### src/rtl/cflow_pkg.sv
// Shared control-flow log definitions: log capacity and reader state encoding.
// Imported by the log reader and by the log writer.
package cflow_pkg;

    localparam logic [15:0] LOG_SIZE_DEFAULT = 16'h0080;

    typedef enum logic [2:0] {
        ST_IDLE    = 3'd0,
        ST_WAIT_WR = 3'd1,
        ST_RD      = 3'd2,
        ST_WT      = 3'd3,
        ST_SEND    = 3'd4,
        ST_FIN     = 3'd5
    } cflog_state_e;

    // Number of words to drain: the writer pointer, capped at the log capacity.
    function automatic logic [15:0] clamp_count(input logic [15:0] ptr, input logic [15:0] cap);
        return (ptr > cap) ? cap : ptr;
    endfunction

endpackage

### src/rtl/cflog_reader.sv
// Drains the control-flow log word by word over a valid/ready stream, then
// pulses done and log_clear so the writer can rewind its pointer.
module cflog_reader
    import cflow_pkg::*;
#(
    parameter logic [15:0] LOG_SIZE = LOG_SIZE_DEFAULT
) (
    input  logic        clk,
    input  logic        puc,
    input  logic        flush_req,
    input  logic [15:0] log_ptr,
    input  logic        hw_wen,
    output logic        mem_ren,
    output logic [15:0] mem_addr,
    input  logic [15:0] mem_rdata,
    output logic [15:0] out_data,
    output logic        out_valid,
    input  logic        out_ready,
    output logic        out_last,
    output logic        busy,
    output logic        done,
    output logic        log_clear
);

    cflog_state_e state_q, state_d;
    logic [15:0]  idx_q, idx_d;
    logic [15:0]  count_q, count_d;
    logic [15:0]  out_data_q, out_data_d;
    logic [15:0]  mem_addr_q, mem_addr_d;
    logic         mem_ren_q, mem_ren_d;
    logic         out_valid_q, out_valid_d;
    logic         out_last_q, out_last_d;
    logic         busy_q, busy_d;
    logic         done_q, done_d;
    logic         log_clear_q, log_clear_d;
    logic [15:0]  ptr_clamped;

    assign ptr_clamped = clamp_count(log_ptr, LOG_SIZE);

    always_comb begin
        state_d    = state_q;
        idx_d      = idx_q;
        count_d    = count_q;
        out_data_d = out_data_q;

        case (state_q)
            ST_IDLE: begin
                if (flush_req) begin
                    if (hw_wen) begin
                        state_d = ST_WAIT_WR;
                    end else begin
                        count_d = ptr_clamped;
                        idx_d   = 16'd0;
                        state_d = (ptr_clamped == 16'd0) ? ST_FIN : ST_RD;
                    end
                end
            end
            ST_WAIT_WR: begin
                // Count is taken only once the writer has finished its last word.
                if (!hw_wen) begin
                    count_d = ptr_clamped;
                    idx_d   = 16'd0;
                    state_d = (ptr_clamped == 16'd0) ? ST_FIN : ST_RD;
                end
            end
            ST_RD: state_d = ST_WT;
            ST_WT: begin
                out_data_d = mem_rdata;
                state_d    = ST_SEND;
            end
            ST_SEND: begin
                if (out_ready) begin
                    if (idx_q == count_q - 16'd1) begin
                        state_d = ST_FIN;
                    end else begin
                        idx_d   = idx_q + 16'd1;
                        state_d = ST_RD;
                    end
                end
            end
            ST_FIN:  state_d = ST_IDLE;
            default: state_d = ST_IDLE;
        endcase

        // Outputs are decoded from the next state so they leave the flops aligned with it.
        mem_ren_d   = (state_d == ST_RD);
        mem_addr_d  = mem_ren_d ? idx_d : 16'd0;
        out_valid_d = (state_d == ST_SEND);
        out_last_d  = out_valid_d && (idx_d == count_d - 16'd1);
        busy_d      = (state_d != ST_IDLE);
        done_d      = (state_d == ST_FIN);
        log_clear_d = done_d;
    end

    always_ff @(posedge clk) begin
        if (puc) begin
            state_q     <= ST_IDLE;
            idx_q       <= 16'd0;
            count_q     <= 16'd0;
            out_data_q  <= 16'd0;
            mem_addr_q  <= 16'd0;
            mem_ren_q   <= 1'b0;
            out_valid_q <= 1'b0;
            out_last_q  <= 1'b0;
            busy_q      <= 1'b0;
            done_q      <= 1'b0;
            log_clear_q <= 1'b0;
        end else begin
            state_q     <= state_d;
            idx_q       <= idx_d;
            count_q     <= count_d;
            out_data_q  <= out_data_d;
            mem_addr_q  <= mem_addr_d;
            mem_ren_q   <= mem_ren_d;
            out_valid_q <= out_valid_d;
            out_last_q  <= out_last_d;
            busy_q      <= busy_d;
            done_q      <= done_d;
            log_clear_q <= log_clear_d;
        end
    end

    assign mem_ren   = mem_ren_q;
    assign mem_addr  = mem_addr_q;
    assign out_data  = out_data_q;
    assign out_valid = out_valid_q;
    assign out_last  = out_last_q;
    assign busy      = busy_q;
    assign done      = done_q;
    assign log_clear = log_clear_q;

endmodule

### config.mk
export PLATFORM = sky130hd
export DESIGN_NAME = cflog_reader
export DESIGN_NICKNAME = d
export VERILOG_FILES = /design/src/rtl/cflow_pkg.sv /design/src/rtl/cflog_reader.sv
export SDC_FILE = /design/constraint.sdc
export NUM_CORES = 1
export LEC_CHECK = 0
export CORE_MARGIN = 1
export CORE_UTILIZATION = 45
export DETAILED_ROUTE_END_ITERATION = 7
export GPL_ROUTABILITY_DRIVEN = 1
export HOLD_SLACK_MARGIN = 0.12
export PLACE_DENSITY = 0.69
export SLEW_MARGIN = 20
export SYNTH_ARGS = -nofsm -noshare
export SYNTH_HDL_FRONTEND = slang
export SYNTH_SLANG_ARGS = --single-unit
export TNS_END_PERCENT = 10
### constraint.sdc
create_clock -name clk -period 9.8 [get_ports clk]
set_input_delay 0.98 -clock clk [delete_from_list [all_inputs] [get_ports clk]]
set_output_delay 0.98 -clock clk [all_outputs]
set_load 0.02 [all_outputs]
**Word-level counts from Yosys, hierarchy flattened**

Cells that the tools add are included.
W data, S select, Z words.

- Bits in registers: 72
- Bits of input ports: 37

- $lt $le $gt $ge: 1
- Bitwise operators: 1
- Reduce and logical (&&, ||, !) cells: 5
- Mux-type cells: 16
- Add/subtract/negate cells: 3
- Equal/unequal tests: 9

Operators by type and width:

| operator | count |
|---|---|
| $mux W16 | 7 |
| $pmux W16 S3 | 1 |
| $eq A16 B16 Y1 | 2 |
| $pmux W16 S2 | 1 |
| $sub A16 B1 Y16 const B | 2 |
| $mux W3 | 6 |
| $add A16 B1 Y16 const B | 1 |
| $gt A16 B8 Y1 const B | 1 |
| $logic_not A16 Y1 | 1 |
| $pmux W3 S5 | 1 |
| $eq A3 B2 Y1 const B | 3 |
| $eq A3 B3 Y1 const B | 3 |
| $eq A3 B1 Y1 const B | 1 |
| $logic_not A3 Y1 | 1 |
| $reduce_bool A3 Y1 | 1 |
| $reduce_or A2 Y1 | 1 |
| $logic_and A1 B1 Y1 | 1 |
| $not A1 Y1 | 1 |

**Logic depth before layout (Yosys ltp)**

Gate-level depths: netlist (run 1).

- Depth in word-level cells: 10
- Mapped depth: 16

**Worst setup path before layout (run 1)**

Ideal clock, no wire load.

- Path type: input port to flip-flop
- Start point: input hw_wen
- End point: register out_last_q, in the netlist out_last
- Arrival: 3997 ps
- Data required time: 9697 ps
- Setup time: 103 ps
- Setup slack: 5700 ps
- Cell stages on the path: 14
- Cell sequence: o21ba_1 > nand2_1 > clkbuf_1 > a22oi_1 > ha_1 > inv_1 > a211o_1 > or3_4 > and4b_1 > a2111oi_2 > nand4_1 > a2111oi_0 > nand4_1 > a2111oi_2

- Word-level cells in the longest chain between the ends: 6

Ends and longest elaborated chain:

| item | RTL line | RTL |
|---|---|---|
| start: declaration | cflog_reader.sv:12 | `input logic hw_wen,` |
| $mux W16 | cflog_reader.sv:49, cflog_reader.sv:60 |  |
| $mux W16 | cflog_reader.sv:48 | `if (flush_req) begin` |
| $pmux W16 S2 | cflog_reader.sv:46 | `case (state_q)` |
| $sub A16 B1 Y16 | cflog_reader.sv:89 | `out_last_d = out_valid_d && (idx_d == count_d - 16'd1);` |
| $eq A16 B16 Y1 | cflog_reader.sv:89 |  |
| $logic_and A1 B1 Y1 (*) | cflog_reader.sv:89 |  |
| end signal: assignment | cflog_reader.sv:116 | `out_last_q <= out_last_d;` |
| end: declaration | cflog_reader.sv:32 | `logic out_last_q, out_last_d;` |

Mark *: on every way between the ends. The rest lies on a longest branch, timed or not.
A chain may end at the register's enable or synchronous reset.

**Final worst setup path (run 1)**

Same ends and word-level chain as after synthesis.

==> metrics, run 1 <==
status=finished clean; number of flops mapped to enable cells by yosys=0; Placeable Area=0.00982 mm^2; switching fraction of total power=30.7%; final setup skew=0.0128 ns; worst-margin pin slew=0.949 ns; CTS tree=built; Arrival @ worst endpoint=4.98 ns; cts bufs inserted=9; drt first pass iters=6; Mapped Cells=581; WL per Instance=18.5 um; largest family of logic cells by synthesized area=simple AND/OR/NAND/NOR gates; distinct cell type count after synthesis=84; dominant cell type by area after synthesis=dfxtp_1; top-level I/O count=75; global route overflow=0; CTS resizes=0; vias in the first global route=4049; vias per cell=around 6; Final setup violation count=0; dpl cells=751; largest cells by area after synthesis=dfxtp_1 (32%), nor2_1 (6.1%), nand2_1 (5.8%), a21oi_1 (4.7%), xnor2_1 (3.6%); final cell count without fillers=767; post-route ant nets=0; Synth warnings=0; Reg power frac=a little under half; Synth Cell Area=between 0.004 and 0.005 mm^2; max-cap violations=0; #FFs+latches synth=between 70 and 80; Total GRT Usage=27.4%; crit end category=flop; Initial Util=46.6%; largest net degree at the start of global routing=45; final core occ=56.1%; Hold Path Origin=out_data[15]$_SDFFE_PP0N_; asr flop ratio synth=0%; commonest non-fill, non-tap cell in the layout=clkdlybuf4s50_1; Post-Route WL=14.2 mm; initial antenna violation count=0; synthesis-to-layout area growth=20.4%; maximum vdd ir drop=between 0.00009 and 0.0001 V; CP Max Fanout=17; later-pin clock latency in the skew report=0.37 ns; DIE AREA=0.0106 mm^2; NumNets Final=669; Max Clk Rate=roughly 0.21 GHz; adder-cell share of the synthesized area=0.821%; syn_area_per_cell=7.87 um^2; combinational share of power=between 15 and 20%; CTS clock-pin slew for the worst setup and hold paths=0.08 ns; hold crit path type=flop to flop; Int Power=approximately 470 uW; data required time of the critical path=10.05 ns; RSZ-0062 raised after global routing=no; simple-gate portion of the synthesized area=approximately a third; ys flop type=dfxtp_1; Worst slew margin=36.7%; most frequent cells in the layout=clkdlybuf4s50_1 (74), nor2_1 (73), dfxtp_1 (72); clock network fraction of total power=36.8%; GPL Wtd Cong=approximately 0.94; DP HPWL=10.5 mm; xor and xnor area share after synthesis=around 6.5%; Pleak=~2.0 nW; setup TNS=0 ns; max-slew violation count=0; r2r startpoint=count_q[0]$_SDFF_PP0_; hold_buf cts=0; Min-Delay Endpoint=out_data[15]$_SDFFE_PP0N_; clock buffer depth=2; drc violations=0; first-pass GRT wire length=21.9 mm; IO Port Bufs=74; post-synthesis sequential area ratio=31.5%; layout cells sized above 1=under 10%; Chip Width=103 um; post-synthesis mux area share=0.930%; critical setup path kind=primary input to flop; top cell type's share of synthesized area=31.5%; Compound-Gate Fraction of Synth Area=between 20% and 30%; post-CTS setup buffer count=0; flop-to-flop setup slack=between 5 and 6 ns; Rows=36; reg2reg path depth=12; final hold violations=0; Period minus WS final=4.73 ns; DIE HEIGHT=approximately 100 um; final worst-path cycle share=48.3%; Hold Path Cell Cnt=2; Mapped Nets=621; CTS root buffer=clkbuf_8; DR vias=4616; nature of the critical path startpoint=primary input; # H-tree levels=3; initial DRC count=377; net switching power=207 uW; Reg2Reg Capture Point=out_last$_SDFF_PP0_; Clock Sinks=72; Antenna Cells=0; PwrDens=between 100 and 150 mW/mm^2
## per-layer routing
layer | wire (um) | share of wire, % | up-vias | GRT usage [%]
met1 | 6680 | 47 | 2205 | 40.5
met3 | 993 | 7.0 | 14 | 4.95
met4 | 154 | 1.1 | 0 | 8.02
met5 | 0 | 0 | - | 0
li1 | - | - | 2206 | -
met2 | 6350 | 45 | 191 | 40.2
## worst max-delay path, cell delays in order
cell	delay (ns)
clkdlybuf4s50_1	0.43
o21ba_1	0.31
nand2_1	0.38
a22oi_1	0.46
ha_1	0.23
inv_1	0.06
a211o_1	0.24
or3_4	0.40
a32o_1	0.26
nor4b_1	0.30
nand4_1	0.14
a2111oi_0	0.38
nand4_1	0.16
a2111oi_2	0.24
## sequential cells by signal, indices dropped and copies added, names as in the netlist
name and count:
count_q 16, idx_q 16, mem_addr 16, out_data 16, state_q 3, busy 1, log_clear 1, mem_ren 1
out_last 1, out_valid 1
## cell families after synthesis
| kind of cell | count (synthesis) |
|---|---|
| and+or+nand+nor | 269 |
| AOI/OAI and AO/OA | 146 |
| DFF | 72 |
| buffers and inverters | 53 |
| xor gates and xnor gates | 34 |
| muxes | 4 |
| adders and majority gates | 3 |
## cell type report
| type | count | area [um^2] |
|---|---|---|
| clock buffer | 9 | 124 |
| clock inverter | 7 | 78.8 |
| fill | 953 | 4320 |
| inverter | 13 | 48.8 |
| multi-input combinational | 456 | 2880 |
| sequential | 72 | 1440 |
| tap | 133 | 166 |
| timing repair buffer | 77 | 763 |
## how the worst max path moves through the flow
stage                                endpoint  startpoint  slack (ns)  depth (start not counted)
final                     out_last$_SDFF_PP0_      hw_wen        5.07                         14
after global routing      out_last$_SDFF_PP0_      hw_wen        4.61                         14
after CTS                 out_last$_SDFF_PP0_      hw_wen        5.07                         14
after detailed placement  out_last$_SDFF_PP0_      hw_wen        4.73                         14
after global placement    out_last$_SDFF_PP0_      hw_wen        4.90                         14
after floorplan           out_last$_SDFF_PP0_      hw_wen        5.70                         14
## per-stage QoR
stage	total power, mW	setup WS (ns)	hold WS (ns)	area, um^2
floorplan	0.384	5.70	0.489	4570
global placement	0.429	4.90	0.442	5300
detailed placement	0.430	4.73	0.449	5300
CTS	0.676	5.07	0.461	5500
global route	0.700	4.61	0.474	5500
finish	0.673	5.07	0.455	5500
## power groups by stage
stage               sequential, mW  combinational, mW  clock, mW
finish                       0.306              0.120      0.248
global route                 0.307              0.129      0.264
CTS                          0.306              0.118      0.252
detailed placement           0.313              0.118          0
global placement             0.312              0.116          0
floorplan                    0.314             0.0706          0
## cell usage after synthesis, drive strengths merged (4+ instances only)
cell	n
nor2	75
dfxtp	72
nand2	71
a21oi	44
clkbuf	27
and3	21
o21ai	21
xnor2	19
nor3	18
and2	17
nand3	16
xor2	15
nand4	14
buf	13
inv	13
o211ai	12
a2111oi	7
nor4	7
a22oi	6
and4	6
or3	5
a21o	4
a31oi	4
a41oi	4
(Power assumes the default switching activity.)
==> run 2: changes to the inputs <==
--- a/config.mk
+++ b/config.mk
@@ -10,7 +10,7 @@
 export DETAILED_ROUTE_END_ITERATION = 7
 export GPL_ROUTABILITY_DRIVEN = 1
 export HOLD_SLACK_MARGIN = 0.12
-export PLACE_DENSITY = 0.69
+export PLACE_DENSITY = 0.72
 export SLEW_MARGIN = 20
 export SYNTH_ARGS = -nofsm -noshare
 export SYNTH_HDL_FRONTEND = slang
==> constraint.sdc (replaced) <==
create_clock -name clk -period 4 [get_ports clk]
set_input_delay 0.4 -clock clk [delete_from_list [all_inputs] [get_ports clk]]
set_output_delay 0.4 -clock clk [all_outputs]
set_load 0.02 [all_outputs]
==> metrics, run 2 (synthesis gave the netlist of run 1 again) <==
Hold Path Cell Cnt=2 (unchanged); DR vias=4647 (+0.67%); DP HPWL=10.5 mm (+0.71%); post-CTS setup buffer count=0 (unchanged); worst-margin pin slew=0.693 ns (-0.256 ns); vias per cell=5.90 (-1.9%); CP Max Fanout=9 (-8); later-pin clock latency in the skew report=0.37 ns (about the same); NumNets Final=689 (+3.0%); CTS root buffer=clkbuf_8; slowest stage delay, CP=0.60 ns (+0.14 ns); WL per Instance=17.8 um (-3.7%); Worst slew margin=53.5% (+17 points); layout cells sized above 1=10.2% (+2.7 points); Sequential Area=0.00144 mm^2 (unchanged); DIE AREA=0.0106 mm^2 (unchanged); CTS tree=built; PwrDens=301 mW/mm^2 (+150%); Total GRT Usage=27.2% (-0.18 points); Antenna Cells=0 (unchanged); most frequent cells in the layout=nor2_1 (74), clkdlybuf4s50_1 (74), dfxtp_1 (72); first-pass GRT wire length=21.8 mm (-0.60%); critical setup path kind=flop to flop; DIE HEIGHT=103 um (unchanged); clock buffer depth=2 (unchanged); Initial Util=46.6% (unchanged); final worst-path cycle share=94.2%; Chip Width=103 um (unchanged); max-cap violations=0 (unchanged); Max Clk Rate=about 0.27 GHz; max-slew violation count=0 (unchanged); Period minus WS final=3.77 ns; reg2reg path depth=12 (unchanged); crit end category=flop; IO Port Bufs=74 (unchanged); Layout fillers=934 (-2.0%); final setup skew=0.0168 ns (+0.00392 ns); multi-input logic area=0.00288 mm^2 (about the same); cells along the critical path=inv_1, ha_1, xnor2_1, o2bb2ai_1, a2111oi_2, o21a_1, buf_4, nand4_2, a31o_1, or3_4, a211o_1, a2111oi_2; cell mode on critical path=a2111oi_2; # H-tree levels=3 (unchanged); CTS clock-pin slew for the worst setup and hold paths=0.09 ns (about the same); setup TNS=0 ns (unchanged); final hold violations=0 (unchanged); synthesis-to-layout area growth=24.2%; data required time of the critical path=4.28 ns (-5.77 ns); drt first pass iters=5 (-1); drc violations=0 (unchanged); RSZ-0062 raised after global routing=no; status=finished clean; Post-Route WL=14.0 mm (-1.2%); Rows=36 (unchanged); vias in the first global route=4131 (+2.0%); Pleak=2.10 nW (+5.7%); cts bufs inserted=9 (unchanged); GPL Wtd Cong=0.963 (+2.6%); global route overflow=0 (unchanged); Final setup violation count=0 (unchanged); WP depth=12 (-2); maximum vdd ir drop=0.000222 V (+130%); Clock Sinks=72 (unchanged); Arrival @ worst endpoint=4.04 ns (-0.94 ns); post-route ant nets=0 (unchanged); cell at the slowest stage of the critical path=a2111oi_2; hold crit path type=flop to flop; nature of the critical path startpoint=flop; Placeable Area=0.00982 mm^2 (unchanged); initial DRC count=464 (+23%); largest net degree at the start of global routing=44 (-2.2%); initial antenna violation count=0 (unchanged); hold slack=0.456 ns (+0.000372 ns); family with the most delay on the worst path=compound AO/OA/AOI/OAI gates; CTS resizes=0 (unchanged); top-level I/O count=75 (unchanged); hold_buf cts=0 (unchanged); WP buf/inv=2 (unchanged)
-- run 2: final timing paths --
| kind | start | to | slack (ns) |
|---|---|---|---|
| setup / recovery | count_q[1]$_SDFF_PP0_ | out_last$_SDFF_PP0_ | 0.23 |
| hold / removal | out_data[0]$_SDFFE_PP0N_ | out_data[0]$_SDFFE_PP0N_ | 0.46 |
| setup reg to reg | count_q[1]$_SDFF_PP0_ | out_last$_SDFF_PP0_ | 0.23 |
| hold reg to reg | out_data[0]$_SDFFE_PP0N_ | out_data[0]$_SDFFE_PP0N_ | 0.46 |
-- run 2: power breakdown --
group / internal [mW] / total, mW / switching, mW
registers: 0.732 / 0.749 / 0.0165
clock network: 0.352 / 0.654 / 0.302
logic: 0.130 / 0.306 / 0.176
total: 1.21 / 1.71 / 0.494
-- run 2: area by class of cell --
class / count / share of cell area (%)
clock inverters: 7 / 1.67
repair buffers: 97 / 16.3
flip-flops and latches: 72 / 25.4
multi-input cells: 456 / 50.7
clock buffers: 9 / 2.18
well taps: 133 / 2.93
inverters: 13 / 0.859
-- run 2: per-stage QoR --
step	total power, mW	cells	setup slack [ns]	util (%)	cell area (um^2)
floorplan	0.942	581	0.480	-	4570
global placement	1.06	771	0.186	55.6	5460
detailed placement	1.06	771	0.136	55.6	5460
CTS	1.72	787	0.258	57.8	5680
global route	1.78	787	0.0494	57.8	5680
finish	1.71	787	0.232	57.8	5680
-- run 2: worst register-to-register path, cell delays in order (launching register included) --
cell and delay [ns]:
dfxtp_1 0.43, inv_1 0.07, ha_1 0.30, xnor2_1 0.17
o2bb2ai_1 0.15, a2111oi_2 0.60, o21a_1 0.27, buf_4 0.15
nand4_2 0.24, a31o_1 0.30, or3_4 0.38, a211o_1 0.31
a2111oi_2 0.33
-- run 2: metal layers --
metal	GRT usage [%]	vias up	share of wire (%)
li1	-	2251	-
met1	39.3	2192	46
met2	39.9	185	45
met3	5.83	19	8.1
met4	9.21	0	1.3
met5	0	-	0
==> run 3: changes to the inputs <==
--- a/config.mk
+++ b/config.mk
@@ -5,12 +5,13 @@
 export SDC_FILE = /design/constraint.sdc
 export NUM_CORES = 1
 export LEC_CHECK = 0
+export CAP_MARGIN = 30
 export CORE_MARGIN = 1
-export CORE_UTILIZATION = 45
+export CORE_UTILIZATION = 49
 export DETAILED_ROUTE_END_ITERATION = 7
 export GPL_ROUTABILITY_DRIVEN = 1
 export HOLD_SLACK_MARGIN = 0.12
-export PLACE_DENSITY = 0.72
+export PLACE_DENSITY = 0.77
 export SLEW_MARGIN = 20
 export SYNTH_ARGS = -nofsm -noshare
 export SYNTH_HDL_FRONTEND = slang
==> metrics, run 3 (synthesis gave the netlist of run 1 again) <==
status=finished clean; GPL Wtd Cong=0.975 (+1.2%); initial DRC count=475 (+2.4%); most frequent cells in the layout=nor2_1 (74), clkdlybuf4s50_1 (74), dfxtp_1 (72); Max Clk Rate=0.266 GHz (+0.27%); DIE AREA=0.00972 mm^2 (-8.0%); Total GRT Usage=29.0% (+1.9 points); later-pin clock latency in the skew report=0.36 ns (about the same); global route overflow=0 (unchanged); data required time of the critical path=4.26 ns (-0.02 ns); maximum vdd ir drop=0.000271 V (+22%); max-cap violations=0 (unchanged); setup TNS=0 ns (unchanged); clock buffer depth=2 (unchanged); drc violations=0 (unchanged); largest net degree at the start of global routing=44 (unchanged); CTS root buffer=clkbuf_8; top-level I/O count=75 (unchanged); hold_buf cts=0 (unchanged); Layout fillers=783 (-16%); DIE HEIGHT=98.6 um (-4.1%); post-CTS setup buffer count=0 (unchanged); DP Worst Slack=-0.0348 ns (-0.170 ns); layout cells sized above 1=10.7% (+0.41 points); post-route ant nets=0 (unchanged); Pleak=2.09 nW (-0.49%); vias per cell=6.13 (+3.9%); drt first pass iters=5 (unchanged); WL per Instance=18.3 um (+3.1%); RSZ-0062 raised after global routing=no; cell mode on critical path=a2111oi_2; vias in the first global route=4263 (+3.2%); Arrival @ worst endpoint=4.01 ns (-0.03 ns); Initial Util=51.4% (+4.9 points); PwrDens=289 mW/mm^2 (-4.0%); Design Power=1.62 mW (-4.9%); Period minus WS final=3.76 ns (-0.0100 ns); DP HPWL=10.6 mm (+0.88%); first-pass GRT wire length=22.0 mm (+1.1%); synthesis-to-layout area growth=23.0%; IO Port Bufs=74 (unchanged); Clock Sinks=72 (unchanged); cells along the critical path=inv_1, ha_1, xnor2_1, o2bb2ai_1, a2111oi_2, o21a_1, a41oi_2, a32o_1, a31oi_1, xor2_1, a211o_1, a2111oi_2; # H-tree levels=3 (unchanged); hold crit path type=flop to flop; Rows=34 (-5.6%); CTS clock-pin slew for the worst setup and hold paths=0.09 ns (about the same); Chip Width=98.6 um (-4.1%); setup ws final=0.242 ns (+0.0100 ns); nature of the critical path startpoint=flop; crit end category=flop; CTS resizes=0 (unchanged); final worst-path cycle share=93.9% (-0.25 points); CP Max Fanout=9 (unchanged); slowest stage delay, CP=0.52 ns (-0.08 ns); WP buf/inv=1 (-1); final setup skew=0.0107 ns (-0.00607 ns); Post-Route WL=14.0 mm (+0.19%); NumNets Final=692 (+0.44%); critical setup path kind=flop to flop; family with the most delay on the worst path=compound AO/OA/AOI/OAI gates; initial antenna violation count=0 (unchanged); final hold violations=0 (unchanged); cell at the slowest stage of the critical path=a2111oi_2; cts bufs inserted=9 (unchanged); worst-margin pin slew=0.726 ns (+0.0322 ns); Final setup violation count=0 (unchanged); CTS tree=built; max-slew violation count=0 (unchanged); Antenna Cells=0 (unchanged); Placeable Area=0.00889 mm^2 (-9.5%); Worst slew margin=51.5% (-2.0 points); DR vias=4693 (+0.99%)
[run 3: worst register-to-register path: stages, from the launching register on]
cell and delay (ns):
dfxtp_1 0.43, inv_1 0.07, ha_1 0.30, xnor2_1 0.18, o2bb2ai_1 0.15, a2111oi_2 0.52, o21a_1 0.34, a41oi_2 0.22
a32o_1 0.28, a31oi_1 0.33, xor2_1 0.15, a211o_1 0.31, a2111oi_2 0.37
[run 3: report_power, final]
group	internal, mW	total [mW]	switching, mW	leakage, nW
logic	0.133	0.311	0.178	1.42
registers	0.732	0.745	0.0131	0.581
clock network	0.238	0.568	0.330	0.0892
total	1.10	1.62	0.521	2.09
[run 3: path summary, 6_finish.rpt]
kind                            slack [ns]  cells past startpoint                startpoint                        to
worst min register to register        0.46                      2  out_data[1]$_SDFFE_PP0N_  out_data[1]$_SDFFE_PP0N_
worst max register to register        0.24                     12     count_q[1]$_SDFF_PP0_       out_last$_SDFF_PP0_
worst min-delay path                  0.46                      2  out_data[1]$_SDFFE_PP0N_  out_data[1]$_SDFFE_PP0N_
worst max-delay path                  0.24                     12     count_q[1]$_SDFF_PP0_       out_last$_SDFF_PP0_
[run 3: through the flow]
step / hold WS (ns) / cells / instance area (um^2) / utilization (%)
6_report: 0.462 / 765 / 5630 / 63.3
3_5_place_dp: 0.448 / 749 / 5440 / 61.2
4_1_cts: 0.461 / 765 / 5630 / 63.3
5_1_grt: 0.495 / 765 / 5630 / 63.3
3_3_place_gp: 0.442 / 749 / 5440 / 61.2
2_1_floorplan: 0.489 / 581 / 4570 / -
[run 3: cell type report]
class / instances / area [um^2] / share of cell area [%]
flip-flops and latches: 72 / 1440 / 25.6
clock buffers: 9 / 124 / 2.20
repair buffers: 100 / 936 / 16.6
inverters: 13 / 48.8 / 0.867
well taps: 108 / 135 / 2.40
clock inverters: 7 / 61.3 / 1.09
multi-input cells: 456 / 2880 / 51.2
[run 3: layer usage]
| layer | up-vias | global-route usage [%] | wire, um |
|---|---|---|---|
| met5 | - | 0 | 0 |
| met4 | 0 | 8.96 | 267 |
| met3 | 22 | 7.38 | 1340 |
| met2 | 206 | 44.1 | 6290 |
| met1 | 2207 | 40.4 | 6130 |
| li1 | 2258 | - | - |
